$ cat src/rtl/spi_slave_if.sv
// SPI slave bus bundle: serial pins plus the byte-level tx/rx handshake.
interface spi_slave_if;
    logic       sclk;
    logic       cs;
    logic       mosi;
    logic       miso;
    logic [7:0] tx_data;
    logic       tx_load;
    logic       tx_ready;
    logic [7:0] rx_data;
    logic       rx_valid;
    logic       rx_ack;
    logic       rx_overrun;
    logic       busy;

    modport slave (
        input  sclk, cs, mosi, tx_data, tx_load, rx_ack,
        output miso, tx_ready, rx_data, rx_valid, rx_overrun, busy
    );

    modport master (
        output sclk, cs, mosi, tx_data, tx_load, rx_ack,
        input  miso, tx_ready, rx_data, rx_valid, rx_overrun, busy
    );
endinterface

$ cat src/rtl/spi_slave.sv
// SPI mode-0 slave, oversampled on clk, one-byte tx holding register and rx output register.
// Optional sticky rx overrun flag enabled by defining SPI_SLAVE_OVERRUN_EN.
module spi_slave #(
    parameter int SYNC_STAGES = 32'd2
) (
    input  logic        clk,
    input  logic        reset_n,
    spi_slave_if.slave  bus
);

    typedef enum logic [0:0] {
        IDLE  = 1'b0,
        SHIFT = 1'b1
    } state_t;

    localparam int LAST = SYNC_STAGES - 32'd1;

    logic [LAST:0]        sclk_sync_r;
    logic [LAST:0]        cs_sync_r;
    logic [LAST:0]        mosi_sync_r;
    logic                 sclk_dly_r;
    logic                 cs_dly_r;
    logic                 mosi_dly_r;
    logic                 rise_r;
    logic                 fall_r;
    logic [SYNC_STAGES:0] sync_vld_r;

    state_t               state_r;
    logic                 armed_r;
    logic [2:0]           bit_cnt_r;
    logic [7:0]           tx_shift_r;
    logic [7:0]           rx_shift_r;
    logic                 reload_pend_r;
    logic                 miso_r;
    logic                 busy_r;
    logic [7:0]           hold_r;
    logic                 tx_ready_r;
    logic [7:0]           rx_data_r;
    logic                 rx_valid_r;
    logic                 rx_overrun_r;

    logic [7:0]           tx_src_s;
    logic                 start_s;
    logic                 reload_s;
    logic                 done_s;

    // Input synchronizers; edge pulses are registered so mosi_dly_r/cs_dly_r line up with them.
    always_ff @(posedge clk or negedge reset_n) begin
        if (!reset_n) begin
            sclk_sync_r <= '0;
            cs_sync_r   <= '1;
            mosi_sync_r <= '0;
            sclk_dly_r  <= 1'b0;
            cs_dly_r    <= 1'b1;
            mosi_dly_r  <= 1'b0;
            rise_r      <= 1'b0;
            fall_r      <= 1'b0;
            sync_vld_r  <= '0;
        end else begin
            sclk_sync_r <= {sclk_sync_r[LAST-32'd1:0], bus.sclk};
            cs_sync_r   <= {cs_sync_r[LAST-32'd1:0], bus.cs};
            mosi_sync_r <= {mosi_sync_r[LAST-32'd1:0], bus.mosi};
            sclk_dly_r  <= sclk_sync_r[LAST];
            cs_dly_r    <= cs_sync_r[LAST];
            mosi_dly_r  <= mosi_sync_r[LAST];
            rise_r      <= sclk_sync_r[LAST] & ~sclk_dly_r;
            fall_r      <= ~sclk_sync_r[LAST] & sclk_dly_r;
            sync_vld_r  <= {sync_vld_r[SYNC_STAGES-32'd1:0], 1'b1};
        end
    end

    // Frame start, tx reload and byte completion conditions.
    always_comb begin
        tx_src_s = hold_r;
        start_s  = 1'b0;
        reload_s = 1'b0;
        done_s   = 1'b0;
        if (tx_ready_r) begin
            tx_src_s = 8'h00;
        end else begin
            tx_src_s = hold_r;
        end
        if (state_r == IDLE) begin
            start_s = armed_r & ~cs_dly_r;
        end else begin
            reload_s = ~cs_dly_r & fall_r & reload_pend_r;
            done_s   = ~cs_dly_r & rise_r & (bit_cnt_r == 3'd7);
        end
    end

    // Frame FSM and shift registers; armed_r demands a real cs high after reset before a frame starts.
    always_ff @(posedge clk or negedge reset_n) begin
        if (!reset_n) begin
            state_r       <= IDLE;
            armed_r       <= 1'b0;
            bit_cnt_r     <= 3'd0;
            tx_shift_r    <= 8'h00;
            rx_shift_r    <= 8'h00;
            reload_pend_r <= 1'b0;
            miso_r        <= 1'b0;
            busy_r        <= 1'b0;
        end else begin
            if (!sync_vld_r[SYNC_STAGES]) begin
                armed_r <= 1'b0;
            end else if (cs_dly_r) begin
                armed_r <= 1'b1;
            end else begin
                armed_r <= armed_r;
            end
            case (state_r)
                IDLE: begin
                    bit_cnt_r     <= 3'd0;
                    reload_pend_r <= 1'b0;
                    if (start_s) begin
                        state_r    <= SHIFT;
                        tx_shift_r <= tx_src_s;
                        miso_r     <= tx_src_s[7];
                        busy_r     <= 1'b1;
                    end else begin
                        miso_r     <= 1'b0;
                        busy_r     <= 1'b0;
                    end
                end
                SHIFT: begin
                    if (cs_dly_r) begin
                        state_r       <= IDLE;
                        bit_cnt_r     <= 3'd0;
                        rx_shift_r    <= 8'h00;
                        reload_pend_r <= 1'b0;
                        miso_r        <= 1'b0;
                        busy_r        <= 1'b0;
                    end else if (rise_r) begin
                        rx_shift_r <= {rx_shift_r[6:0], mosi_dly_r};
                        bit_cnt_r  <= bit_cnt_r + 3'd1;
                        if (bit_cnt_r == 3'd7) begin
                            reload_pend_r <= 1'b1;
                        end else begin
                            reload_pend_r <= reload_pend_r;
                        end
                    end else if (reload_s) begin
                        tx_shift_r    <= tx_src_s;
                        miso_r        <= tx_src_s[7];
                        reload_pend_r <= 1'b0;
                    end else if (fall_r) begin
                        tx_shift_r <= {tx_shift_r[6:0], 1'b0};
                        miso_r     <= tx_shift_r[6];
                    end else begin
                        tx_shift_r <= tx_shift_r;
                    end
                end
                default: begin
                    state_r <= IDLE;
                    miso_r  <= 1'b0;
                    busy_r  <= 1'b0;
                end
            endcase
        end
    end

    // Tx holding register: loads only when empty, emptied whenever its byte moves to tx_shift.
    always_ff @(posedge clk or negedge reset_n) begin
        if (!reset_n) begin
            hold_r     <= 8'h00;
            tx_ready_r <= 1'b1;
        end else if (bus.tx_load && tx_ready_r) begin
            hold_r     <= bus.tx_data;
            tx_ready_r <= 1'b0;
        end else if (start_s || reload_s) begin
            tx_ready_r <= 1'b1;
        end else begin
            tx_ready_r <= tx_ready_r;
        end
    end

    // Rx output register: completion beats a same-cycle acknowledge.
    always_ff @(posedge clk or negedge reset_n) begin
        if (!reset_n) begin
            rx_data_r  <= 8'h00;
            rx_valid_r <= 1'b0;
        end else if (done_s) begin
            rx_data_r  <= {rx_shift_r[6:0], mosi_dly_r};
            rx_valid_r <= 1'b1;
        end else if (bus.rx_ack) begin
            rx_valid_r <= 1'b0;
        end else begin
            rx_valid_r <= rx_valid_r;
        end
    end

`ifdef SPI_SLAVE_OVERRUN_EN
    // Sticky overrun: set when an unacknowledged byte is overwritten, cleared only by rx_ack.
    always_ff @(posedge clk or negedge reset_n) begin
        if (!reset_n) begin
            rx_overrun_r <= 1'b0;
        end else if (done_s && rx_valid_r && !bus.rx_ack) begin
            rx_overrun_r <= 1'b1;
        end else if (bus.rx_ack) begin
            rx_overrun_r <= 1'b0;
        end else begin
            rx_overrun_r <= rx_overrun_r;
        end
    end
`else
    assign rx_overrun_r = 1'b0;
`endif

    assign bus.miso       = miso_r;
    assign bus.busy       = busy_r;
    assign bus.tx_ready   = tx_ready_r;
    assign bus.rx_data    = rx_data_r;
    assign bus.rx_valid   = rx_valid_r;
    assign bus.rx_overrun = rx_overrun_r;

endmodule

$ cat src/flat_wrapper.sv
// flat-port wrapper written by rule: the top's interface ports become plain ports
module spi_slave_flat 
#(
    parameter int SYNC_STAGES = 32'd2
)
  (clk, reset_n, bus_sclk, bus_cs, bus_mosi, bus_tx_data, bus_tx_load, bus_rx_ack, bus_miso, bus_tx_ready, bus_rx_data, bus_rx_valid, bus_rx_overrun, bus_busy);
  spi_slave_if bus_i ();
  input  logic clk;
  input  logic reset_n;
  input wire logic [$bits(bus_i.sclk)-1:0] bus_sclk;
  input wire logic [$bits(bus_i.cs)-1:0] bus_cs;
  input wire logic [$bits(bus_i.mosi)-1:0] bus_mosi;
  input wire logic [$bits(bus_i.tx_data)-1:0] bus_tx_data;
  input wire logic [$bits(bus_i.tx_load)-1:0] bus_tx_load;
  input wire logic [$bits(bus_i.rx_ack)-1:0] bus_rx_ack;
  output wire logic [$bits(bus_i.miso)-1:0] bus_miso;
  output wire logic [$bits(bus_i.tx_ready)-1:0] bus_tx_ready;
  output wire logic [$bits(bus_i.rx_data)-1:0] bus_rx_data;
  output wire logic [$bits(bus_i.rx_valid)-1:0] bus_rx_valid;
  output wire logic [$bits(bus_i.rx_overrun)-1:0] bus_rx_overrun;
  output wire logic [$bits(bus_i.busy)-1:0] bus_busy;
  assign bus_i.sclk = bus_sclk;
  assign bus_i.cs = bus_cs;
  assign bus_i.mosi = bus_mosi;
  assign bus_i.tx_data = bus_tx_data;
  assign bus_i.tx_load = bus_tx_load;
  assign bus_i.rx_ack = bus_rx_ack;
  assign bus_miso = bus_i.miso;
  assign bus_tx_ready = bus_i.tx_ready;
  assign bus_rx_data = bus_i.rx_data;
  assign bus_rx_valid = bus_i.rx_valid;
  assign bus_rx_overrun = bus_i.rx_overrun;
  assign bus_busy = bus_i.busy;
  spi_slave #(.SYNC_STAGES(SYNC_STAGES)) u_core (.clk(clk), .reset_n(reset_n), .bus(bus_i));
endmodule
$ cat config.mk
export PLATFORM = sky130hd
export DESIGN_NAME = spi_slave_flat
export DESIGN_NICKNAME = d
export VERILOG_FILES = /design/src/rtl/spi_slave_if.sv /design/src/rtl/spi_slave.sv /design/src/flat_wrapper.sv
export SDC_FILE = /design/constraint.sdc
export NUM_CORES = 1
export LEC_CHECK = 0
export ABC_AREA = 1
export ABC_CLOCK_PERIOD_IN_PS = 2100
export CAP_MARGIN = 20
export CORE_AREA = 2 2 69 71
export CTS_BUF_LIST = sky130_fd_sc_hd__clkbuf_4
export DETAILED_ROUTE_END_ITERATION = 16
export DIE_AREA = 0 0 71 73
export PLACE_DENSITY_LB_ADDON = 0.12
export SLEW_MARGIN = 20
export SYNTH_ARGS = -nofsm -noshare
export SYNTH_HDL_FRONTEND = slang
export SYNTH_SLANG_ARGS = --single-unit
$ cat constraint.sdc
create_clock -name clk -period 2.1 [get_ports clk]
set_input_delay 0.21 -clock clk [delete_from_list [all_inputs] [get_ports clk]]
set_output_delay 0.21 -clock clk [all_outputs]
set_load 0.005 [all_outputs]
Word-level counts from Yosys, hierarchy flattened:

Index checks and enable logic that the tools add are counted.
W data, S select, Z words.

* add/sub/neg operators: 1
* equal/unequal tests: 12
* mux-type cells: 37
* bitwise logic cells: 11
* reductions and logical operators: 9

Operators by type and width (count)
* $mux W7: 7
* $mux W1: 21
* $pmux W7 S2: 1
* $mux W8: 1
* $ne A4 B2 Y1 const B: 2
* $pmux W1 S2: 4
* $and A1 B1 Y1: 7
* $mux W3: 2
* $ne A2 B1 Y1 const B: 3
* $ne A3 B2 Y1 const B: 2
* $pmux W3 S2: 1
* $reduce_and A2 Y1: 3
* $reduce_bool A2 Y1: 3
* $ne A2 B2 Y1 const B: 2
* $ne A4 B3 Y1 const B: 1
* $not A1 Y1: 4
* $reduce_and A4 Y1: 1
* $add A3 B1 Y3 const B: 1
* $eq A3 B3 Y1 const B: 1
* $ne A3 B1 Y1 const B: 1
* $logic_and A1 B1 Y1: 1
* $logic_or A1 B1 Y1: 1

* register bits after elaboration: 54
* word-level logic and storage cells: 91

Longest topological paths before layout:

* depth in word-level cells: 8
* mapped depth: 8
* gate-level depth less buffers: 8

Worst setup path after synthesis:

No wires, ideal clock.

* kind: register to register
* start point: register u_core.cs_dly_r
* end point: register u_core.rx_valid_r (netlist: u_core.bus.rx_valid)
* arrival time: 1.183 ns
* data required time: 1.972 ns
* setup slack: 0.788 ns
* stages on the path, launching flop included: 9
* cell sequence: dfstp_2 inv_1 nand2_2 inv_2 nand2_4 inv_4 nand2_4 buf_6 o21ai_0

* word-level cells in the longest chain between the ends: 5

RTL lines
* from (decl): RTL line spi_slave.sv:22 `logic cs_dly_r;`
* from (signal assigned): RTL line spi_slave.sv:64 `cs_dly_r <= cs_sync_r[LAST];`
* $not A1 Y1 *: RTL line spi_slave.sv:87 `done_s = ~cs_dly_r & rise_r & (bit_cnt_r == 3'd7);`
* $and A1 B1 Y1 * (2 in series): RTL line spi_slave.sv:87
* $mux W1 *: RTL line spi_slave.sv:83 `if (state_r == IDLE) begin`
* $mux W1 or $reduce_bool A2 Y1 (tied branches)
* to (signal assigned): RTL line spi_slave.sv:186 `rx_valid_r <= rx_valid_r;`
* to (decl): RTL line spi_slave.sv:39 `logic rx_valid_r;`

Every way passes the cells marked *; elsewhere a longest branch is shown, timed or not.
A chain may end at the register's enable or synchronous reset.

Final worst setup path:

* start point: register u_core.tx_ready_r (netlist: u_core.bus.tx_ready)
* end point: output bus_tx_ready

RTL lines
* from (decl): RTL line spi_slave.sv:37 `logic tx_ready_r;`
* from (signal assigned): RTL line spi_slave.sv:171 `tx_ready_r <= tx_ready_r;`
* to (decl): RTL line flat_wrapper.sv:17 `output wire logic [$bits(bus_i.tx_ready)-1:0] bus_tx_ready;`

No word-level cell between the ends.

==> reports/metrics.cfg <==
[worst_setup_path]
setup.worst_path.start_class=flop
cp_cell_sequence=clkdlybuf4s50_1
path_buf_inv=1
cp_data_required_time_ns=1.89
capturing_element_type_of_the_critical_path=output pin
crit_path_max_fanout=6
cp.arrival_ns=1.46
critPathTopFamily=flip-flops
crit_slowest_cell=sky130_fd_sc_hd__dfstp_2
cp_slowest_stage_delay_ns=0.60
timing_worst_setup_path_type=flop to output pin

[run]
cap_viol_max_count=0

[final_layout]
num-nets-final=249
drive_above_1_share_pct=14.6
fillerInstances=382
num_antenna_cells=0
design_area_um2=2550
relative_area_change_from_synthesis_to_final_layout_pct=20.0

[detailed_routing]
drcViolationCount=0
firstDrtPassIters=4
wirelength_um=3540
avgViaCountPerCell=4.93
post_drt_wl_per_cell_um=12.3
num_vias=1416
first_iter_violations=62
drtAntennaViolNets=0

[floorplanning]
floorplan.core_area_um2=4540
die_w_um=71
floorplan.io_pins=28
fp.dieH_um=73
design.die.area_um2=5180
core.rowCount=25
floorplan.initialDensity_pct=47.0

[clock_tree]
clk_transition_reported_paths_ns=0.14
cts_buffers=5
ctsRootBufferMaster=sky130_fd_sc_hd__clkbuf_4
ctsHoldBuffers=1
clk-insertion-delay-late_ns=0.37
cts.repair.resized=0
tritoncts=yes
postCtsSetupRepairBufs=0
cts-htree-levels=2
clock_tree.buffer_depth=2
clock_tree_sinks=54

[synth]
yosys-top-cells-count=51 x sky130_fd_sc_hd__nand2_1, 50 x sky130_fd_sc_hd__dfrtp_1, 19 x sky130_fd_sc_hd__inv_1
number_of_synthesized_flops_with_an_enable_pin=0
synth.ff_latch_count=54
post_synth_num_cell_types=26
synth_flop_cell=sky130_fd_sc_hd__dfrtp_1
average_cell_area_after_synthesis_um2=10.6
ys_top_cells_by_area=sky130_fd_sc_hd__dfrtp_1 59%, sky130_fd_sc_hd__nand2_1 9.0%, sky130_fd_sc_hd__dfstp_2 4.9%
yosysTopAreaCellShare_pct=58.8
synth_most_common_cell=sky130_fd_sc_hd__nand2_1
synth_top_area_cell=sky130_fd_sc_hd__dfrtp_1
number_of_warnings_reported_in_the_yosys_synthesis_log=0
synthArstFlopShare_pct=100
proportion_of_synthesized_chip_area_in_sequential_cells_pct=63.7
mappedNetlistNets=218
post_synthesis_instance_area_um2=2130
gate_count_post_synth=201

[global_routing]
overflow=0
grt_first_pass_wirelength_um=6320
grt_max_degree=31
track_usage_pct=15.8
via_count_of_the_first_global_routing_pass=1431
number_of_antenna_violations_at_the_first_check_in_global_routing=0

[placement]
port-buffer-count=26
worst_case_setup_slack_after_placement_ns=0.603
post_dp_cell_area_um2=2440
dp.final_hpwl_um=2580
place_congestion=0.772

[timing]
slew_violations=0
least_setup_slack_across_all_paths_after_layout_ns=0.428
worst_clock_skew_ns=0.00823
setup_repair_after_global_routing_missed_its_margin=false
timing.setup.tns_ns=0
final-hold-violation-count=0
tightest_slew_ns=0.578
hold_slack_ns=0.234
timing.final.crit_period_ns=1.67
final_min_period_over_clock_period_pct=79.6
timing.slew.headroom_pct=61.5
max_freq_mhz=598
final_setup_violation_count=0

[hold_path]
worst_hold_path_type=input port to flop

[power]
power_per_cell_area_nw_per_um2=966
power.leakage_nw=1.26
irDropWorstVdd_uv=479

[status]
status=finished, final reports clean

## cells in the final DEF (no fill, tap or decap), types with 5 or more instances in the layout
cell type                          n
sky130_fd_sc_hd__clkbuf_4          5
sky130_fd_sc_hd__clkdlybuf4s50_1  25
sky130_fd_sc_hd__dfrtp_1          50
sky130_fd_sc_hd__inv_1            19
sky130_fd_sc_hd__mux2_2            6
sky130_fd_sc_hd__nand2_1          51
sky130_fd_sc_hd__nand3_1          11
sky130_fd_sc_hd__nand3b_1          6
sky130_fd_sc_hd__nor2_1           13
sky130_fd_sc_hd__o21ai_2           8
sky130_fd_sc_hd__o22ai_1           7
## per-stage QoR
stage,cells,util (%),total power (W)
5_1_grt,287,56.3,0.00265
2_1_floorplan,201,-,0.00166
3_3_place_gp,278,53.9,0.00180
3_5_place_dp,278,53.9,0.00182
4_1_cts,287,56.3,0.00251
6_report,287,56.3,0.00247
## flip-flops by register name, summed over array words and instances (netlist names), 2 cells and up
| signal | flops |
|---|---|
| u_core.mosi_sync_r | 2 |
| u_core.sclk_sync_r | 2 |
| u_core.bit_cnt_r | 3 |
| u_core.hold_r | 8 |
| u_core.tx_shift_r | 7 |
| u_core.rx_shift_r | 7 |
| u_core.cs_sync_r | 2 |
| u_core.bus.rx_data | 8 |
| u_core.sync_vld_r | 3 |
## path summary, 6_finish.rpt
path,slack [ns],end,from,cells past startpoint
setup reg to reg,0.57,u_core.tx_shift_r[1],u_core.state_r,6
setup / recovery,0.43,bus_tx_ready,u_core.bus.tx_ready,1
hold / removal,0.23,u_core.cs_sync_r[0],bus_cs,1
min in group asynchronous,0.35,u_core.bus.rx_data[3],reset_n,2
max in group asynchronous,1.12,u_core.bus.tx_ready,reset_n,3
hold reg to reg,0.36,u_core.mosi_dly_r,u_core.mosi_sync_r[1],0
## where the power goes
group	internal [W]	switching, W
clock	0.000367	0.000305
sequential	0.00124	0.000109
combinational	0.000228	0.000225
total	0.00183	0.000638
## cells by family after synthesis
family	count (synthesis)	synth area share (%)
compound gates	26	8.58
flops	54	63.7
mux	6	3.17
buf+inv	25	5.17
fa+ha+maj	2	1.17
other cells	2	0.353
simple gates	86	17.9
## per-layer routing
layer  up-vias  wire length (µm)  track usage [%]
li1        706                 -                -
met1       670              1540             19.4
met2        31              1770             26.8
met3         9               155             4.56
met4         0                63             5.87
met5         -                 0                0
## final cells by class
type                       instances  area (µm²)  share of cell area, %
inverter                          21        81.3                   3.18
tap                               54        67.6                   2.64
clock buffer                       5        37.5                   1.47
multi-input combinational        122         663                   26.0
clock inverter                     3        63.8                   2.50
timing repair buffer              28         285                   11.2
sequential                        54        1360                   53.1
Note: power is estimated with default switching activity, not from simulation.
